<file path="config.mk">
export PLATFORM = sky130hd
export DESIGN_NAME = mont_red_arbiter
export DESIGN_NICKNAME = d
export VERILOG_FILES = /design/src/rtl/multiplier_pkg.sv /design/src/rtl/rr_grant.sv /design/src/rtl/mont_red_arbiter.sv
export SDC_FILE = /design/constraint.sdc
export NUM_CORES = 1
export LEC_CHECK = 0
export CAP_MARGIN = 20
export CORE_AREA = 5 5 339 341
export CTS_BUF_LIST = sky130_fd_sc_hd__clkbuf_4
export DETAILED_ROUTE_END_ITERATION = 10
export DIE_AREA = 0 0 344 346
export PLACE_DENSITY = 0.46
export SYNTH_ARGS = -nofsm -noshare
export SYNTH_HDL_FRONTEND = slang
export SYNTH_SLANG_ARGS = --single-unit
</file>
<file path="constraint.sdc">
create_clock -name clk_i -period 11.25 [get_ports clk_i]
set_input_delay 1.125 -clock clk_i [delete_from_list [all_inputs] [get_ports clk_i]]
set_output_delay 1.125 -clock clk_i [all_outputs]
set_load 0.05 [all_outputs]
</file>
<file path="src/rtl/multiplier_pkg.sv">
// multiplier_pkg: shared widths, arbiter state encoding and watchdog default
package multiplier_pkg;
  localparam int DATA_LENGTH = 64;
  localparam int MONT_TIMEOUT_DEFAULT = 2048;
  typedef enum logic [1:0] {IDLE, ISSUE, WAIT, RESP} arb_state_t;
endpackage

</file>
<file path="src/rtl/rr_grant.sv">
// rr_grant: combinational round-robin arbiter, priority starts at ptr_i and wraps
module rr_grant #(
  parameter int N = 4,
  parameter int IW = $clog2(N)
) (
  input  logic [N-1:0]  req_i,
  input  logic [IW-1:0] ptr_i,
  output logic [N-1:0]  gnt_o,
  output logic [IW-1:0] idx_o
);
  int best;
  // smallest cyclic distance from the pointer wins; best==N means no request
  always_comb begin
    best = N;
    idx_o = '0;
    gnt_o = '0;
    for (int i = 0; i < N; i++)
      if (req_i[i] && (i + N - int'(ptr_i)) % N < best) begin
        best = (i + N - int'(ptr_i)) % N;
        idx_o = IW'(i);
      end
    for (int i = 0; i < N; i++) gnt_o[i] = best < N && idx_o == IW'(i);
  end
endmodule

</file>
<file path="src/rtl/mont_red_arbiter.sv">
// mont_red_arbiter: round-robin sharing of one Montgomery reducer with a watchdog
module mont_red_arbiter
  import multiplier_pkg::*;
#(
  parameter int NUM_REQ = 4,
  parameter int ID_W = $clog2(NUM_REQ),
  parameter int TIMEOUT = MONT_TIMEOUT_DEFAULT
) (
  input  logic                           clk_i,
  input  logic                           rst_ni,
  input  logic                           cfg_we_i,
  output logic                           cfg_ready_o,
  input  logic [DATA_LENGTH-1:0]         cfg_m_i,
  input  logic [DATA_LENGTH-1:0]         cfg_m_bl_i,
  input  logic [DATA_LENGTH-1:0]         cfg_minv_i,
  input  logic [NUM_REQ-1:0]             req_valid_i,
  output logic [NUM_REQ-1:0]             req_ready_o,
  input  logic [NUM_REQ*DATA_LENGTH-1:0] req_x_i,
  output logic                           rsp_valid_o,
  input  logic                           rsp_ready_i,
  output logic [ID_W-1:0]                rsp_id_o,
  output logic [DATA_LENGTH-1:0]         rsp_data_o,
  output logic                           rsp_err_o,
  output logic                           red_start_o,
  output logic [DATA_LENGTH-1:0]         red_x_o,
  output logic [DATA_LENGTH-1:0]         red_m_o,
  output logic [DATA_LENGTH-1:0]         red_m_bl_o,
  output logic [DATA_LENGTH-1:0]         red_minv_o,
  input  logic                           red_valid_i,
  input  logic [DATA_LENGTH-1:0]         red_result_i,
  output logic [15:0]                    timeout_cnt_o
);
  localparam int WD_W = $clog2(TIMEOUT + 1);
  arb_state_t state_q, state_d;
  logic [ID_W-1:0] ptr_q, ptr_d, id_q, id_d, g_idx;
  logic [NUM_REQ-1:0] g_oh;
  logic [DATA_LENGTH-1:0] m_q, m_d, bl_q, bl_d, minv_q, minv_d, x_q, x_d, data_q, data_d, x_sel;
  logic err_q, err_d, idle;
  logic [WD_W-1:0] wd_q, wd_d;
  logic [15:0] tcnt_q, tcnt_d;
  rr_grant #(.N(NUM_REQ), .IW(ID_W)) u_rr (
    .req_i(req_valid_i),
    .ptr_i(ptr_q),
    .gnt_o(g_oh),
    .idx_o(g_idx)
  );
  // outputs stay low while reset is asserted, even though the state is IDLE
  assign idle = state_q == IDLE && rst_ni;
  assign cfg_ready_o = idle;
  assign req_ready_o = idle ? g_oh : '0;
  assign red_start_o = state_q == ISSUE;
  assign rsp_valid_o = state_q == RESP;
  assign rsp_id_o = id_q;
  assign rsp_data_o = data_q;
  assign rsp_err_o = err_q;
  assign red_x_o = x_q;
  assign red_m_o = m_q;
  assign red_m_bl_o = bl_q;
  assign red_minv_o = minv_q;
  assign timeout_cnt_o = tcnt_q;
  // operand of the granted requester
  always_comb begin
    x_sel = '0;
    for (int i = 0; i < NUM_REQ; i++)
      if (g_oh[i]) x_sel = req_x_i[i*DATA_LENGTH +: DATA_LENGTH];
  end
  // next state: grant, issue, wait with watchdog, hold response
  always_comb begin
    state_d = state_q;
    ptr_d = ptr_q;
    id_d = id_q;
    m_d = m_q;
    bl_d = bl_q;
    minv_d = minv_q;
    x_d = x_q;
    data_d = data_q;
    err_d = err_q;
    wd_d = wd_q;
    tcnt_d = tcnt_q;
    case (state_q)
      IDLE: begin
        if (cfg_we_i) begin
          m_d = cfg_m_i;
          bl_d = cfg_m_bl_i;
          minv_d = cfg_minv_i;
        end
        if (|req_valid_i) begin
          x_d = x_sel;
          id_d = g_idx;
          ptr_d = ID_W'((int'(g_idx) + 1) % NUM_REQ);
          state_d = ISSUE;
        end
      end
      ISSUE: begin
        wd_d = '0;
        state_d = WAIT;
      end
      WAIT: begin
        if (red_valid_i) begin
          data_d = red_result_i;
          err_d = 1'b0;
          state_d = RESP;
        end else if (wd_q == WD_W'(TIMEOUT - 2)) begin
          data_d = '0;
          err_d = 1'b1;
          tcnt_d = tcnt_q + {15'd0, tcnt_q != 16'hFFFF};
          state_d = RESP;
        end else begin
          wd_d = wd_q + 1'b1;
        end
      end
      RESP: state_d = rsp_ready_i ? IDLE : RESP;
      default: state_d = IDLE;
    endcase
  end
  // state and datapath registers, async active-low reset
  always_ff @(posedge clk_i or negedge rst_ni) begin
    if (!rst_ni) begin
      state_q <= IDLE;
      ptr_q <= '0;
      id_q <= '0;
      m_q <= '0;
      bl_q <= '0;
      minv_q <= '0;
      x_q <= '0;
      data_q <= '0;
      err_q <= 1'b0;
      wd_q <= '0;
      tcnt_q <= '0;
    end else begin
      state_q <= state_d;
      ptr_q <= ptr_d;
      id_q <= id_d;
      m_q <= m_d;
      bl_q <= bl_d;
      minv_q <= minv_d;
      x_q <= x_d;
      data_q <= data_d;
      err_q <= err_d;
      wd_q <= wd_d;
      tcnt_q <= tcnt_d;
    end
  end
endmodule

</file>
==> results.cfg <==
[status]
status = completed

[logic_synthesis]
synth_seq_cells = 355
syn_nets = 1765
synth_area_leader_cell = dfrtp_1
yosysWarnings = 0
yosys-top-cells-area = dfrtp_1 (58%), mux2_2 (14%), a22o_1 (3.7%)
synth_top_area_share_pct = 57.6
synth_cells = 1230
yosys_most_used_dff = dfrtp_1
ys_types = 51
async_flop_share_pct = 100
ys_seq_area_share_pct = 57.6
synth_edf_count = 0
syn_area_per_cell_sq_um = 12.5
syn_area_sq_um = 15400

[clocking]
clock-root-buffer = clkbuf_4
cts_buffers = 109
cts_setup_buffers = 0
cts.sinks = 355
htree_num_levels = 3
clkTransAtPathRegs_ns = 0.06
clk_latency_ns = 0.94
clock_path_buffers = 3
cts_tree = yes

[finish]
fin_cells = 3723
design_area_sq_um = 27100
syn_to_final_growth_pct = 76.0
multi_input_area_sq_um = 6110
regArea_sq_um = 8880
drive_gt1_share_pct = 17.4
fillers = 11900
finish.net_count = 2660

[global_routing]
overflow = 0
antenna_found_initial = 31
grt_pass1_wl_um = 114000
grt_pass1_vias = 16100
grt_max_degree = 138
globalRouteTotalUtil_pct = 13.0

[run]
max_cap_viol_count = 0

[worst_setup_path]
cp_cell_sequence = clkdlybuf4s50_1, nor3b_1, o21ai_0, o31a_1, ha_1, o22ai_1, o21ai_0, nor2_1, a21o_1, ha_1, o32ai_1, nand2_1, and2_1, nand2_1, ha_2, buf_4, and2_1, clkdlybuf4s50_1
crit_path_top_delay_cell = clkdlybuf4s50_1
cp-endpoint = req_ready_o[1]
crit_required_ns = 10.13
r2r_end = red_x_o[39]
crit_type = input port to output port
cp-start-kind = input port
r2r_setup_slack_ns = 5.88
endpoint_kind = output port
reg2reg_from = ptr_q[0]
crit_arrival_ns = 5.91
cp_top_family = buffers and inverters
slowest_delay_ns = 0.81
rr_worst_depth = 20
cp_max_fo = 67
crit_start = req_valid_i[1]
worst-path-buf-inv = 3
cp.depth = 18

[sta]
finalMaxSlewViolations = 0
slew_headroom_pct = 35.9
clock.fmax_mhz = 142
hold_violations = 0
tightest_slew_ns = 0.962
tns_ns = 0
timing.final.crit_period_ns = 7.04
holdWs_ns = 0.490
setup_viol = 0
rsz0062_at_grt = false
min_period_over_period_pct = 62.5
fin_skew_ns = 0.0890

[drt]
antenna_left = 0
via_count = 14600
vias_per_cell = 3.91
drtIter0Drc = 563
wl_per_cell_um = 21.8
routed_wirelength_um = 81200
dr.pass1.iters = 5
drc = 0

[power_and_ir_drop]
peakVddDrop_mv = 0.309
p_sw_share_pct = 50.6
p_sw_mw = 4.69
p_leak_nw = 10.7
p_clk_share_pct = 13.8
comb_power_share_pct = 62.0
p_total_mw = 9.26
p_int_mw = 4.57
p_per_area_nw_per_um2 = 341
seq_power_share_pct = 24.2

[floorplanning]
dieWidth_um = 344
core_sq_um = 112000
num_rows = 123
start_util_pct = 13.8
dieArea_sq_um = 119000
io-pin-count = 867
die_h_um = 346

[place]
dp.cells = 3512
gp_congestion = 0.896
placed_area_sq_um = 25700
portBuffers = 866
dpl.hpwl_um = 63500

[worst_hold_path]
whs_path_depth = 1
hold_class = flip-flop to flip-flop
layer usage:
layer	part of all wire, %	wire length (um)	vias to the layer above	GRT usage, %
met4	5.7	4610	16	6.97
met3	11	9000	194	6.54
met2	48	39300	720	21.9
met5	0.12	96	-	0
li1	-	-	6466	-
met1	35	28200	7179	13.0
cell type report:
cell class / count / area share (%)
Multi-Input combinational cell: 762 / 22.5
Clock inverter: 39 / 0.728
Timing Repair Buffer: 882 / 32.5
Tap cell: 1500 / 6.91
Antenna cell: 18 / 0.166
Clock buffer: 152 / 4.20
Inverter: 15 / 0.207
Sequential cell: 355 / 32.7
stage by stage:
step | worst slack [ns] | utilization [%]
floorplan | 5.56 | -
global placement | 4.31 | 23.1
detailed placement | 4.34 | 23.1
CTS | 4.32 | 24.3
global route | 3.96 | 24.3
finish | 4.21 | 24.3
Yosys cell counts, drive strengths merged (5+ instances only):
library cell and count:
ha 14, a21oi 8, o211ai 6, nor2 75
dfrtp 355, buf 30, nor3 10, o21ai 7
a22o 65, and2 7, nor2b 7, inv 15
nand3 14, a221oi 63, clkbuf 68, o21a 63
mux2 194, and4 5, nand2b 9, nand2 90
xor2 11, nand4 6, o311ai 64
registers in the layout, summed over array words and instances, names as in the netlist:
register and count:
ptr_q 2, red_m_bl_o 64, red_m_o 64, red_minv_o 64, red_x_o 64, rsp_data_o 64, rsp_err_o 1, rsp_id_o 2
state_q 2, timeout_cnt_o 16, wd_q 12
power groups by stage:
stage	clock network [mW]	registers (mW)	logic (mW)
4_1_cts	1.36	2.25	5.81
3_5_place_dp	0	2.26	5.79
6_report	1.28	2.24	5.74
5_1_grt	1.43	2.32	6.03
2_1_floorplan	0	4.23	1.64
3_3_place_gp	0	2.24	5.75
how the worst min path moves through the flow:
stage / from / to / slack [ns]
2_1_floorplan: wd_q[2] / wd_q[2] / 0.49
3_3_place_gp: red_x_o[27] / red_x_o[27] / 0.47
3_5_place_dp: red_x_o[62] / red_x_o[62] / 0.48
4_1_cts: red_x_o[62] / red_x_o[62] / 0.49
5_1_grt: timeout_cnt_o[11] / timeout_cnt_o[11] / 0.51
6_report: timeout_cnt_o[11] / timeout_cnt_o[11] / 0.49
cell families after synthesis:
kind of cell / count (synthesis) / synth area share (%)
simple gates: 241 / 7.24
xor+xnor: 14 / 0.795
buf+inv: 113 / 3.03
compound gates: 295 / 15.8
flops: 355 / 57.6
fa+ha+maj: 14 / 1.14
mux: 198 / 14.4
repair_timing:
item,in CTS,in global routing
endpoints found under the hold margin,10,0
hold buffers,1,0
gates resized for setup,0,0
layout by cell type (no fill, tap or decap), types with 4 or more instances in the layout:
| master | count |
|---|---|
| a21oi_1 | 8 |
| a221oi_1 | 63 |
| a22o_1 | 65 |
| and2_1 | 6 |
| and4_1 | 5 |
| buf_4 | 13 |
| clkbuf_4 | 152 |
| clkdlybuf4s50_1 | 865 |
| clkinv_1 | 31 |
| dfrtp_1 | 355 |
| diode_2 | 18 |
| ha_1 | 11 |
| inv_1 | 14 |
| mux2_2 | 194 |
| mux2i_1 | 4 |
| nand2_1 | 88 |
| nand2b_1 | 9 |
| nand3_1 | 14 |
| nand4_1 | 5 |
| nor2_1 | 75 |
| nor2b_1 | 5 |
| nor3_1 | 10 |
| o211ai_1 | 6 |
| o21a_1 | 63 |
| o21ai_0 | 7 |
| o311ai_0 | 64 |
| or4_1 | 4 |
| xor2_1 | 11 |
No activity file was read; power rests on OpenSTA's default activity.
